==> src/rtl/if_id_fetch_stage.sv <==
// RV32I instruction fetch stage with IF/ID pipeline register.
// One outstanding fetch; stall parks the returned word, redirect flushes.
module if_id_fetch_stage #(
  parameter logic [31:0] RESET_PC  = 32'h0000_0000,
  parameter logic [31:0] NOP_INSTR = 32'h0000_0013
) (
  input  logic        clk,
  input  logic        rst,
  output logic        imem_req,
  output logic [31:0] imem_addr,
  input  logic        imem_rvalid,
  input  logic [31:0] imem_rdata,
  input  logic        stall_i,
  input  logic        redirect_i,
  input  logic [31:0] redirect_pc,
  output logic        id_valid,
  output logic [31:0] id_pc,
  output logic [31:0] id_pc_plus4,
  output logic [31:0] id_instr
);

  typedef enum logic [1:0] {
    S_FETCH,
    S_WAIT,
    S_HOLD
  } state_t;

  state_t      state_q, state_d;
  logic [31:0] pc_q, pc_d;
  logic [31:0] hold_q, hold_d;
  logic        kill_q, kill_d;
  logic        id_valid_q, id_valid_d;
  logic [31:0] id_pc_q, id_pc_d;
  logic [31:0] id_pc_plus4_q, id_pc_plus4_d;
  logic [31:0] id_instr_q, id_instr_d;

  logic        load;
  logic [31:0] load_instr;
  logic [31:0] redir_pc;
  logic [31:0] pc_plus4;

  assign redir_pc = redirect_pc & ~32'd3;
  assign pc_plus4 = pc_q + 32'd4;

  assign imem_req  = (state_q == S_FETCH) & ~redirect_i;
  assign imem_addr = pc_q;

  always_comb begin
    state_d    = state_q;
    pc_d       = pc_q;
    hold_d     = hold_q;
    kill_d     = kill_q;
    load       = 1'b0;
    load_instr = hold_q;
    unique case (state_q)
      S_FETCH: begin
        if (redirect_i) pc_d = redir_pc;
        else            state_d = S_WAIT;
      end
      S_WAIT: begin
        if (!imem_rvalid) begin
          if (redirect_i) begin
            pc_d   = redir_pc;
            kill_d = 1'b1;
          end
        end else if (kill_q || redirect_i) begin
          // stale or cancelled response
          kill_d  = 1'b0;
          state_d = S_FETCH;
          if (redirect_i) pc_d = redir_pc;
        end else if (!stall_i || !id_valid_q) begin
          load       = 1'b1;
          load_instr = imem_rdata;
          pc_d       = pc_plus4;
          state_d    = S_FETCH;
        end else begin
          hold_d  = imem_rdata;
          state_d = S_HOLD;
        end
      end
      S_HOLD: begin
        if (redirect_i) begin
          pc_d    = redir_pc;
          state_d = S_FETCH;
        end else if (!stall_i) begin
          load    = 1'b1;
          pc_d    = pc_plus4;
          state_d = S_FETCH;
        end
      end
      default: state_d = S_FETCH;
    endcase
  end

  always_comb begin
    id_valid_d    = id_valid_q;
    id_pc_d       = id_pc_q;
    id_pc_plus4_d = id_pc_plus4_q;
    id_instr_d    = id_instr_q;
    if (redirect_i) begin
      id_valid_d = 1'b0;
      id_instr_d = NOP_INSTR;
    end else if (load) begin
      id_valid_d    = 1'b1;
      id_pc_d       = pc_q;
      id_pc_plus4_d = pc_plus4;
      id_instr_d    = load_instr;
    end else if (!(stall_i && id_valid_q)) begin
      id_valid_d = 1'b0;
      id_instr_d = NOP_INSTR;
    end
  end

  always_ff @(posedge clk) begin
    if (rst) begin
      state_q       <= S_FETCH;
      pc_q          <= RESET_PC;
      hold_q        <= 32'd0;
      kill_q        <= 1'b0;
      id_valid_q    <= 1'b0;
      id_pc_q       <= 32'd0;
      id_pc_plus4_q <= 32'd4;
      id_instr_q    <= NOP_INSTR;
    end else begin
      state_q       <= state_d;
      pc_q          <= pc_d;
      hold_q        <= hold_d;
      kill_q        <= kill_d;
      id_valid_q    <= id_valid_d;
      id_pc_q       <= id_pc_d;
      id_pc_plus4_q <= id_pc_plus4_d;
      id_instr_q    <= id_instr_d;
    end
  end

  assign id_valid    = id_valid_q;
  assign id_pc       = id_pc_q;
  assign id_pc_plus4 = id_pc_plus4_q;
  assign id_instr    = id_instr_q;

endmodule
==> config.mk <==
export PLATFORM = sky130hd
export DESIGN_NAME = if_id_fetch_stage
export DESIGN_NICKNAME = d
export VERILOG_FILES = /design/src/rtl/if_id_fetch_stage.sv
export SDC_FILE = /design/constraint.sdc
export NUM_CORES = 1
export LEC_CHECK = 0
export ABC_AREA = 1
export BUFFER_PORTS_ARGS = -buffer_cell sky130_fd_sc_hd__buf_4
export CORE_AREA = 2 2 176 126
export DETAILED_ROUTE_END_ITERATION = 16
export DIE_AREA = 0 0 178 128
export GPL_TIMING_DRIVEN = 0
export PLACE_DENSITY = 0.61
export SLEW_MARGIN = 20
export SYNTH_ARGS = -nofsm -noshare
export SYNTH_HDL_FRONTEND = slang
export SYNTH_SLANG_ARGS = --single-unit
==> constraint.sdc <==
create_clock -name clk -period 2.5 [get_ports clk]
set_clock_uncertainty 0.1 [all_clocks]
set_input_delay 0.25 -clock clk [delete_from_list [all_inputs] [get_ports clk]]
set_output_delay 0.25 -clock clk [all_outputs]
set_load 0.1 [all_outputs]
Yosys cells after proc, flatten, opt, wreduce, memory -nomap -nowiden
Cells that the tools add are included.
{"block": "totals", "regBits": 164, "output_inout_bits": 130, "elab_cells": 66}
{"block": "op_classes", "n_addsub": 1, "n_eq_ne": 8, "mux": 31, "bitwise": 4, "reduce_logical": 14}
{"operator": "32-bit 2-to-1 mux", "n": 12}
{"operator": "32-bit one-hot mux with 3 select lines", "n": 1}
{"operator": "32-bit by 3-bit adder with 32-bit output, second input constant", "n": 1}
{"operator": "2-bit 2-to-1 mux", "n": 6}
{"operator": "1-bit 2-to-1 mux", "n": 10}
{"operator": "3-bit AND reduction", "n": 3}
{"operator": "2-bit inequality test, second input constant", "n": 3}
{"operator": "2-bit one-hot mux with 3 select lines", "n": 1}
{"operator": "4-bit inequality test, second input constant", "n": 1}
{"operator": "4-bit AND reduction", "n": 1}
{"operator": "3-bit inequality test, second input constant", "n": 1}
{"operator": "1-bit inverter", "n": 3}
{"operator": "3-bit nonzero test", "n": 1}
{"operator": "2-bit by 1-bit equality test with 1-bit output, second input constant", "n": 1}
{"operator": "2-bit equality test, second input constant", "n": 1}
{"operator": "1-bit zero test", "n": 2}
{"operator": "2-bit zero test", "n": 1}
{"operator": "1-bit logical OR", "n": 2}
{"operator": "2-bit by 1-bit inequality test with 1-bit output, second input constant", "n": 1}
{"operator": "1-bit one-hot mux with 2 select lines", "n": 1}
{"operator": "2-bit AND reduction", "n": 1}
{"operator": "2-bit nonzero test", "n": 1}
{"operator": "2-bit OR reduction", "n": 1}
{"operator": "1-bit AND", "n": 1}
{"operator": "1-bit logical AND", "n": 1}

Longest topological paths before layout
Gate-level depths: netlist of run 1.
{"block": "logic_depth", "word_depth": 7, "mapped_depth": 15}

Least setup slack after synthesis of run 1
Ideal clock, no wire load.
{"block": "synth_timing", "path_kind": "reg2reg", "from": "reg pc_q[3] (netlist: imem_addr[3])", "to": "reg pc_q[16] (netlist: imem_addr[16])", "t_arrival_ps": 2342, "required_time_ps": 2280, "slack_ps": -62, "stages_incl_launch_ff": 11, "n_path_buf": 0, "period_less_slack_ps": 2562, "cell_sequence": "dfxtp_1 > ha_1 > nand2_1 > nor2_1 > nand2_2 > nor2_4 > nand3_1 > nand3_1 > o211ai_1 > a21oi_1 > nor2_1"}
{"block": "synth_between", "elab_chain_cells": 5, "elab_cells_between_ends": 7}
{"item": "from (decl)", "line_no": "29", "text": "logic [31:0] pc_q, pc_d;"}
{"item": "from (signal assigned)", "line_no": "126", "text": "pc_q <= pc_d;"}
{"item": "32-bit by 3-bit adder with 32-bit output (*)", "line_no": "43", "text": "assign pc_plus4 = pc_q + 32'd4;"}
{"item": "32-bit 2-to-1 mux", "line_no": "71", "text": "end else if (!stall_i || !id_valid_q) begin"}
{"item": "32-bit 2-to-1 mux", "line_no": "66", "text": "end else if (kill_q || redirect_i) begin"}
{"item": "32-bit 2-to-1 mux", "line_no": "61", "text": "if (!imem_rvalid) begin"}
{"item": "32-bit one-hot mux with 3 select lines (*)", "line_no": "55", "text": "unique case (state_q)"}
Every way passes the cells marked *; elsewhere a longest branch is shown, timed or not. The select of a mux whose other input is x is not followed.
A chain may end at the register's enable or synchronous reset.

Final worst setup path of run 1
{"block": "layout_timing", "from": "reg state_q[1]", "to": "reg pc_q[3] (netlist: imem_addr[3])"}
{"block": "layout_between", "elab_chain_cells": 3, "elab_cells_between_ends": 8}
{"item": "from (decl)", "line_no": "28", "text": "state_t state_q, state_d;"}
{"item": "from (signal assigned)", "line_no": "125", "text": "state_q <= state_d;"}
{"item": "2-bit by 1-bit equality test with 1-bit output, or another cell as far along", "line_no": "55"}
{"item": "4-bit inequality test (no source line), or another cell as far along"}
{"item": "3-bit AND reduction (no source line)"}
Parallel ways exist; a longest one is shown, timed or not.

==> qor.yml, run 1 <==
finish:
  regArea_mm2: 0.00325
  n_fill_cell: 2170
  antenna_cells: 0
  final_cells: 1657
  multi_input_area_mm2: 0.00403
  fin_nets: 1436
  final_cell_mix: "nand2_1 (202), buf_4 (201), nor2_1 (181), dfxtp_1 (160), o21ai_0 (125)"
  final_common_cell: "nand2_1"
  drive_above_1_share_pct: 23.3
  area_delta_synth_final_pct: 35.7
place:
  dp_hpwl_mm: 23.1
  dp_cells: 1588
  port_buffers: 195
  pre_cts_slack_ns: -0.0641
  gp_congestion: 0.957
detailed_routing:
  wirelength_mm: 30.7
  drc: 0
  via_count: 8595
  drtPass1Iterations: 5
  wl_per_cell_um: 18.5
  viasPerCell: 5.19
  drt-initial-drc-count: 934
  ant_nets: 0
logic_synthesis:
  synthDistinctLibCells: 37
  syn_nets: 1185
  synth-simple-area-share_pct: 24.7
  synthAdderAreaFrac_pct: 0.793
  synth_compound_area_share_pct: 20.0
  synth-seq-cells: 162
  synth_top_family_by_area: "simple AND/OR/NAND/NOR gates"
  netlist_area_mm2: 0.00789
  synth-seq-area-share_pct: 41.1
  synth_top_area_share_pct: 41.1
  yosysTopAreaCell: "dfxtp_1"
  yosys_warnings: 0
  syn_inst: 1111
  synth-xor-area-share_pct: 1.54
  postSynthAreaPerCell_um2: 7.10
  synth_mux_area_share_pct: 3.85
  yosys-top-cells-area: "dfxtp_1 (41%), nand2_1 (9.7%), nor2_1 (8.7%)"
worst_setup_path:
  crit_path_end_kind: "flip-flop"
  cp_slowest_stage_delay_ns: 0.46
  arrival_ns: 2.61
  critical_path.startpoint: "state_q[1]"
  critical_path.max_fanout: 6
  path_cells: "inv_1 > ha_1 > inv_1 > nor2_1 > inv_1 > o21ai_1 > o22ai_1 > nand2_1 > a21oi_1"
  cp-start-kind: "flip-flop"
  cp.required_ns: 2.69
  cp_common_cell: "inv_1"
  r2r_cells: 9
  worst_r2r_startpoint: "state_q[1]"
  slowest_stage: "o21ai_1"
  path_class: "flip-flop to flip-flop"
die:
  ios: 199
  die_height_um: 128
  die-width_um: 178
  initial_utilization_pct: 37.2
  core_area_mm2: 0.0212
  rows: 45
  die_area_mm2: 0.0228
global_routing:
  busiest_layer: "met1"
  grt_pass1_vias: 7881
  grt.met3_usage_pct: 5.69
  met1_usage_pct: 41.7
  gr-usage-met2_pct: 37.6
  grtUsageTotal_pct: 26.9
  grt_overflow: 0
  grt_pass1_wl_mm: 46.4
  antenna_found_initial: 0
  grt_max_degree: 17
pwr:
  ir_drop_mv: 0.532
  p_total_mw: 9.61
  power_density_mw_per_mm2: 898
  p_leak_nw: 4.64
clocking:
  cts_buffer_depth: 2
  clock_latency_ns: 0.43
  h-tree-depth: 4
  cts_root_buf: "clkbuf_16"
  cts_tree: "built"
  numCtsBuffers: 17
  clk_pin_slew_ns: 0.07
  cts_sinks: 162
sta:
  timing.final.ws_setup_ns: 0.0797
  finalSetupViolCount: 0
  fmax_ghz: 0.413
  slew_viol_final: 0
  tightestPinTransition_ns: 0.816
  period_minus_slack_ns: 2.42
  period_share_pct: 96.8
  hold_viol: 0
  slew_headroom_pct: 45.6
run:
  drv_cap: 0
hold_path:
  hp-class: "input port to flip-flop"
  holdPathStages: 3
  min_from: "redirect_pc[17]"
status:
  status: "finished, final reports clean"
metal layers:
| layer | vias to the layer above | wire length, um |
|---|---|---|
| met5 | - | 0 |
| met4 | 0 | 326 |
| met3 | 27 | 2850 |
| met2 | 391 | 12300 |
| met1 | 3978 | 15200 |
| li1 | 4199 | - |
stage by stage:
step | cell area [um2] | setup TNS [ns] | hold slack (ns) | util (%)
2_1_floorplan | 7890 | 0 | 0.285 | -
3_3_place_gp | 9710 | -0.522 | 0.355 | 45.7
3_5_place_dp | 9710 | -0.108 | 0.359 | 45.7
4_1_cts | 10700 | 0 | 0.00675 | 50.3
5_1_grt | 10700 | -0.00556 | 0.0179 | 50.4
6_report | 10700 | 0 | 0.0144 | 50.4
worst max-delay path: cells and delay by family, from the launching register on:
family	cells	cell delay, ns
adders and majority gates	1	0.41
AOI/OAI and AO/OA	3	0.67
DFF	1	0.36
and+or+nand+nor	2	0.29
buffers and inverters	3	0.43
Yosys cell counts (all sizes together):
library cell  count
nand2           211
nor2            188
dfxtp           162
o21ai           143
a21oi           105
inv              74
nand3            44
clkbuf           39
buf              29
mux2             27
a211oi           21
xor2             11
or2              10
nor3              9
a32oi             8
o22ai             6
ha                5
nand4             5
o211ai            5
a31oi             4
xnor2             2
nor3b             1
nor4              1
o221ai            1
flip-flops by register name (all words and copies together) (netlist names):
register and flops:
state_q 2, kill_q 1, id_pc_plus4 30, id_valid 1
hold_q 32, imem_addr 32, id_pc 32, id_instr 32
worst paths after layout:
| check | end | slack [ns] |
|---|---|---|
| hold / removal | imem_addr[17] | 0.01 |
| setup / recovery | imem_addr[3] | 0.08 |
| hold reg to reg | id_instr[21] | 0.37 |
| setup reg to reg | imem_addr[3] | 0.08 |
report_power, final:
part / switching (mW) / leakage (nW) / internal [mW] / total, mW
clock: 1.18 / 0.289 / 1.55 / 2.73
sequential: 0.318 / 1.31 / 2.81 / 3.13
combinational: 2.85 / 3.03 / 0.905 / 3.75
repair_timing:
| action | in CTS | in global routing |
|---|---|---|
| buffers inserted | 0 | 0 |
| pin swaps | 0 | 0 |
| hold buffers | 37 | 0 |
| hold endpoints to repair | 37 | 0 |
| resized for setup | 1 | 7 |
| endpoints found under the setup margin | 5 | 32 |
kinds of logic after synthesis:
group,after synthesis
compound gates,293
xor+xnor,13
fa+ha+maj,5
buf+inv,142
flops,162
mux,27
simple gates,469
area by class of cell:
class | instances | area share (%)
clock inverter | 12 | 1.38
multi-input combinational | 807 | 37.6
timing repair buffer | 232 | 17.1
inverter | 74 | 2.62
tap | 282 | 3.30
sequential | 162 | 30.3
clock buffer | 20 | 4.27
buffer | 68 | 3.33
Power figures use the tool's default switching activity.
==> inputs of run 2 (changes only) <==
--- a/config.mk
+++ b/config.mk
@@ -5,11 +5,10 @@
 export SDC_FILE = /design/constraint.sdc
 export NUM_CORES = 1
 export LEC_CHECK = 0
-export ABC_AREA = 1
 export BUFFER_PORTS_ARGS = -buffer_cell sky130_fd_sc_hd__buf_4
-export CORE_AREA = 2 2 176 126
+export CORE_AREA = 2 2 174 125
 export DETAILED_ROUTE_END_ITERATION = 16
-export DIE_AREA = 0 0 178 128
+export DIE_AREA = 0 0 176 127
 export GPL_TIMING_DRIVEN = 0
 export PLACE_DENSITY = 0.61
 export SLEW_MARGIN = 20
==> run 2 against run 1 <==
Critical path depth is 1 lower. Area after synthesis down 2.2%. Die area shrank 1.9%. Final cell count fell by 11%. Largest power group is now clock. Highest routed layer unchanged.
==> qor.yml, run 2 <==
logic_synthesis:
  yosys-top-cells-area: "dfxtp_1 (42%), nand2_1 (6.7%), a21oi_1 (6.0%)"  # was dfxtp_1 (41%), nand2_1 (9.7%), nor2_1 (8.7%)
  synth_edf_count: 0  # unchanged
  ys.flop_type: "dfxtp_1"  # unchanged
  synth_top_area_share_pct: 42.1  # was 41.1%
  async_reset_ff_share_pct: 0  # unchanged
  syn_inst: 934  # was 1111
  postSynthAreaPerCell_um2: 8.26  # was 7.10 um2
  synthDistinctLibCells: 65  # was 37
  netlist_area_mm2: 0.00771  # was 0.00789 mm2
  yosysTopAreaCell: "dfxtp_1"  # unchanged
  synth-seq-cells: 162  # unchanged
  yosys_warnings: 0  # unchanged
  synth.most_common_cell: "dfxtp_1"  # was nand2_1
  syn_nets: 1008  # was 1185
  synth-seq-area-share_pct: 42.1  # was 41.1%
  netlist_top_cells_count: "dfxtp_1 (162), nand2_1 (137), a21oi_1 (92), nor3_1 (67)"  # was nand2_1 (203), nor2_1 (182), dfxtp_1 (162), o21ai_0 (125), a21oi_1 (105)
pwr:
  ir_drop_mv: 0.458  # was 0.532 mV
  p_total_mw: 6.56  # was 9.61 mW
  power_density_mw_per_mm2: 612  # was 898 mW/mm2
  p_leak_nw: 4.04  # was 4.64 nW
die:
  initial_utilization_pct: 37.6  # was 37.2%
  die-width_um: 176  # was 178 um
  rows: 44  # was 45
  die_height_um: 127  # was 128 um
  ios: 199  # unchanged
  die_area_mm2: 0.0224  # was 0.0228 mm2
  core_area_mm2: 0.0205  # was 0.0212 mm2
place:
  dpl_cell_area_mm2: 0.00956  # was 0.00971 mm2
  pre_cts_slack_ns: -0.375  # was -0.0641 ns
  dp_cells: 1405  # was 1588
  dp_hpwl_mm: 20.9  # was 23.1 mm
  port_buffers: 195  # unchanged
  gp_congestion: 0.904  # was 0.957
worst_setup_path:
  cp.required_ns: 2.69  # about the same
  cp-start-kind: "flip-flop"  # unchanged
  cp_slowest_stage_delay_ns: 0.40  # was 0.46 ns
  cp_common_cell: "clkbuf_2"  # was inv_1
  slowest_stage: "dfxtp_1"  # was o21ai_1
  crit_path_end_kind: "flip-flop"  # unchanged
  path_class: "flip-flop to flip-flop"  # unchanged
  critical_path.max_fanout: 10  # was 6
  path_cells: "inv_1 > ha_1 > clkbuf_2 > clkbuf_2 > a211oi_1 > nor3b_1 > a32oi_1 > o31ai_2"  # was inv_1 > ha_1 > inv_1 > nor2_1 > inv_1 > o21ai_1 > o22ai_1 > nand2_1 > a21oi_1
  arrival_ns: 2.60  # was 2.61 ns
clocking:
  clk_pin_slew_ns: 0.07  # about the same
  cts_buffer_depth: 2  # unchanged
  cts_root_buf: "clkbuf_16"  # unchanged
  clock_latency_ns: 0.44  # was 0.43 ns
  h-tree-depth: 4  # unchanged
  cts_sinks: 162  # unchanged
  cts_tree: "built"  # unchanged
  numCtsBuffers: 17  # unchanged
finish:
  final_common_cell: "buf_4"  # was nand2_1
  final_cells: 1478  # was 1657
  final_cell_mix: "buf_4 (206), dfxtp_1 (140), nand2_1 (137), a21oi_1 (91), nor3_1 (67)"  # was nand2_1 (202), buf_4 (201), nor2_1 (181), dfxtp_1 (160), o21ai_0 (125)
  drive_above_1_share_pct: 28.0  # was 23.3%
  finish.utilization_pct: 52.2  # was 50.4%
  fin_nets: 1264  # was 1436
  regArea_mm2: 0.00328  # was 0.00325 mm2
  multi_input_area_mm2: 0.00413  # was 0.00403 mm2
  n_fill_cell: 1973  # was 2170
  stdcell_area_mm2: 0.0107  # about the same
  area_delta_synth_final_pct: 39.0  # was 35.7%
  antenna_cells: 0  # unchanged
detailed_routing:
  via_count: 8174  # was 8595
  drt-initial-drc-count: 758  # was 934
  drc: 0  # unchanged
  viasPerCell: 5.53  # was 5.19
  ant_nets: 0  # unchanged
  wl_per_cell_um: 19.2  # was 18.5 um
  drtPass1Iterations: 6  # was 5
  wirelength_mm: 28.4  # was 30.7 mm
global_routing:
  antenna_found_initial: 1  # was 0
  grt_pass1_vias: 7468  # was 7881
  grt_max_degree: 17  # unchanged
  grtUsageTotal_pct: 24.9  # was 26.9%
  grt_pass1_wl_mm: 43.1  # was 46.4 mm
  grt_overflow: 0  # unchanged
sta:
  timing.final.ws_setup_ns: 0.0949  # was 0.0797 ns
  fmax_ghz: 0.416  # was 0.413 GHz
  finalSetupTns_ns: 0  # unchanged
  period_share_pct: 96.2  # was 96.8%
  finalSetupViolCount: 0  # unchanged
  slew_viol_final: 0  # unchanged
  slew_headroom_pct: 45.1  # was 45.6%
  tightestPinTransition_ns: 0.824  # was 0.816 ns
  holdWs_ns: 0.00620  # was 0.0144 ns
  hold_viol: 0  # unchanged
  period_minus_slack_ns: 2.41  # was 2.42 ns
hold_path:
  hp-class: "input port to flip-flop"  # unchanged
run:
  drv_cap: 0  # unchanged
status:
  status: "finished, final reports clean"  # unchanged
## run 2: cells by family after synthesis
logic type      count (synthesis)  synth area share, %
compound gates                253                 21.7
xor+xnor                       28                 3.18
fa+ha+maj                       5                0.811
buf+inv                       104                 5.69
flops                         162                 42.1
mux                            41                 5.43
simple gates                  341                 21.1
## run 2: critical path, delay by kind of cell, from the launching register on
family,cells,cell delay [ns]
flops,1,0.40
simple gates,1,0.10
fa+ha+maj,1,0.35
buf+inv,3,0.60
compound gates,3,0.71
## run 2: power by group
| part | switching, mW | total (mW) | internal (mW) |
|---|---|---|---|
| clock | 1.19 | 2.74 | 1.54 |
| sequential | 0.0578 | 2.69 | 2.64 |
| combinational | 0.785 | 1.13 | 0.348 |
| total | 2.04 | 6.56 | 4.53 |
## run 2: cell type report
type                    instances  area share [%]
multi-input cells             668            38.5
flip-flops and latches        162            30.5
repair buffers                237            17.4
plain buffers                  95            4.40
clock buffers                  19            4.22
well taps                     276            3.22
clock inverters                12            1.34
inverters                       9           0.315
## run 2: worst paths after layout
| path | cells past startpoint | startpoint | slack (ns) | end |
|---|---|---|---|---|
| min | 3 | redirect_pc[10] | 0.006 | imem_addr[10] |
| max | 8 | state_q[0] | 0.09 | imem_addr[26] |
| max reg2reg | 8 | state_q[0] | 0.09 | imem_addr[26] |
| min reg2reg | 2 | hold_q[19] | 0.35 | hold_q[19] |
## run 2: repair_timing
action | 4_1_cts | 5_1_grt
pin swaps | 1 | 4
setup endpoints to repair | 115 | 156
gates resized for setup | 20 | 48
endpoints found under the hold margin | 36 | 0
hold buffers | 36 | 0
setup buffers | 2 | 4
## run 2: routing by layer
layer | up-vias | routed length (um) | GRT usage, %
li1 | 3883 | - | -
met1 | 3902 | 14100 | 38.4
met2 | 371 | 11500 | 35.2
met3 | 18 | 2480 | 5.92
met4 | 0 | 243 | 4.67
met5 | - | 0 | 0
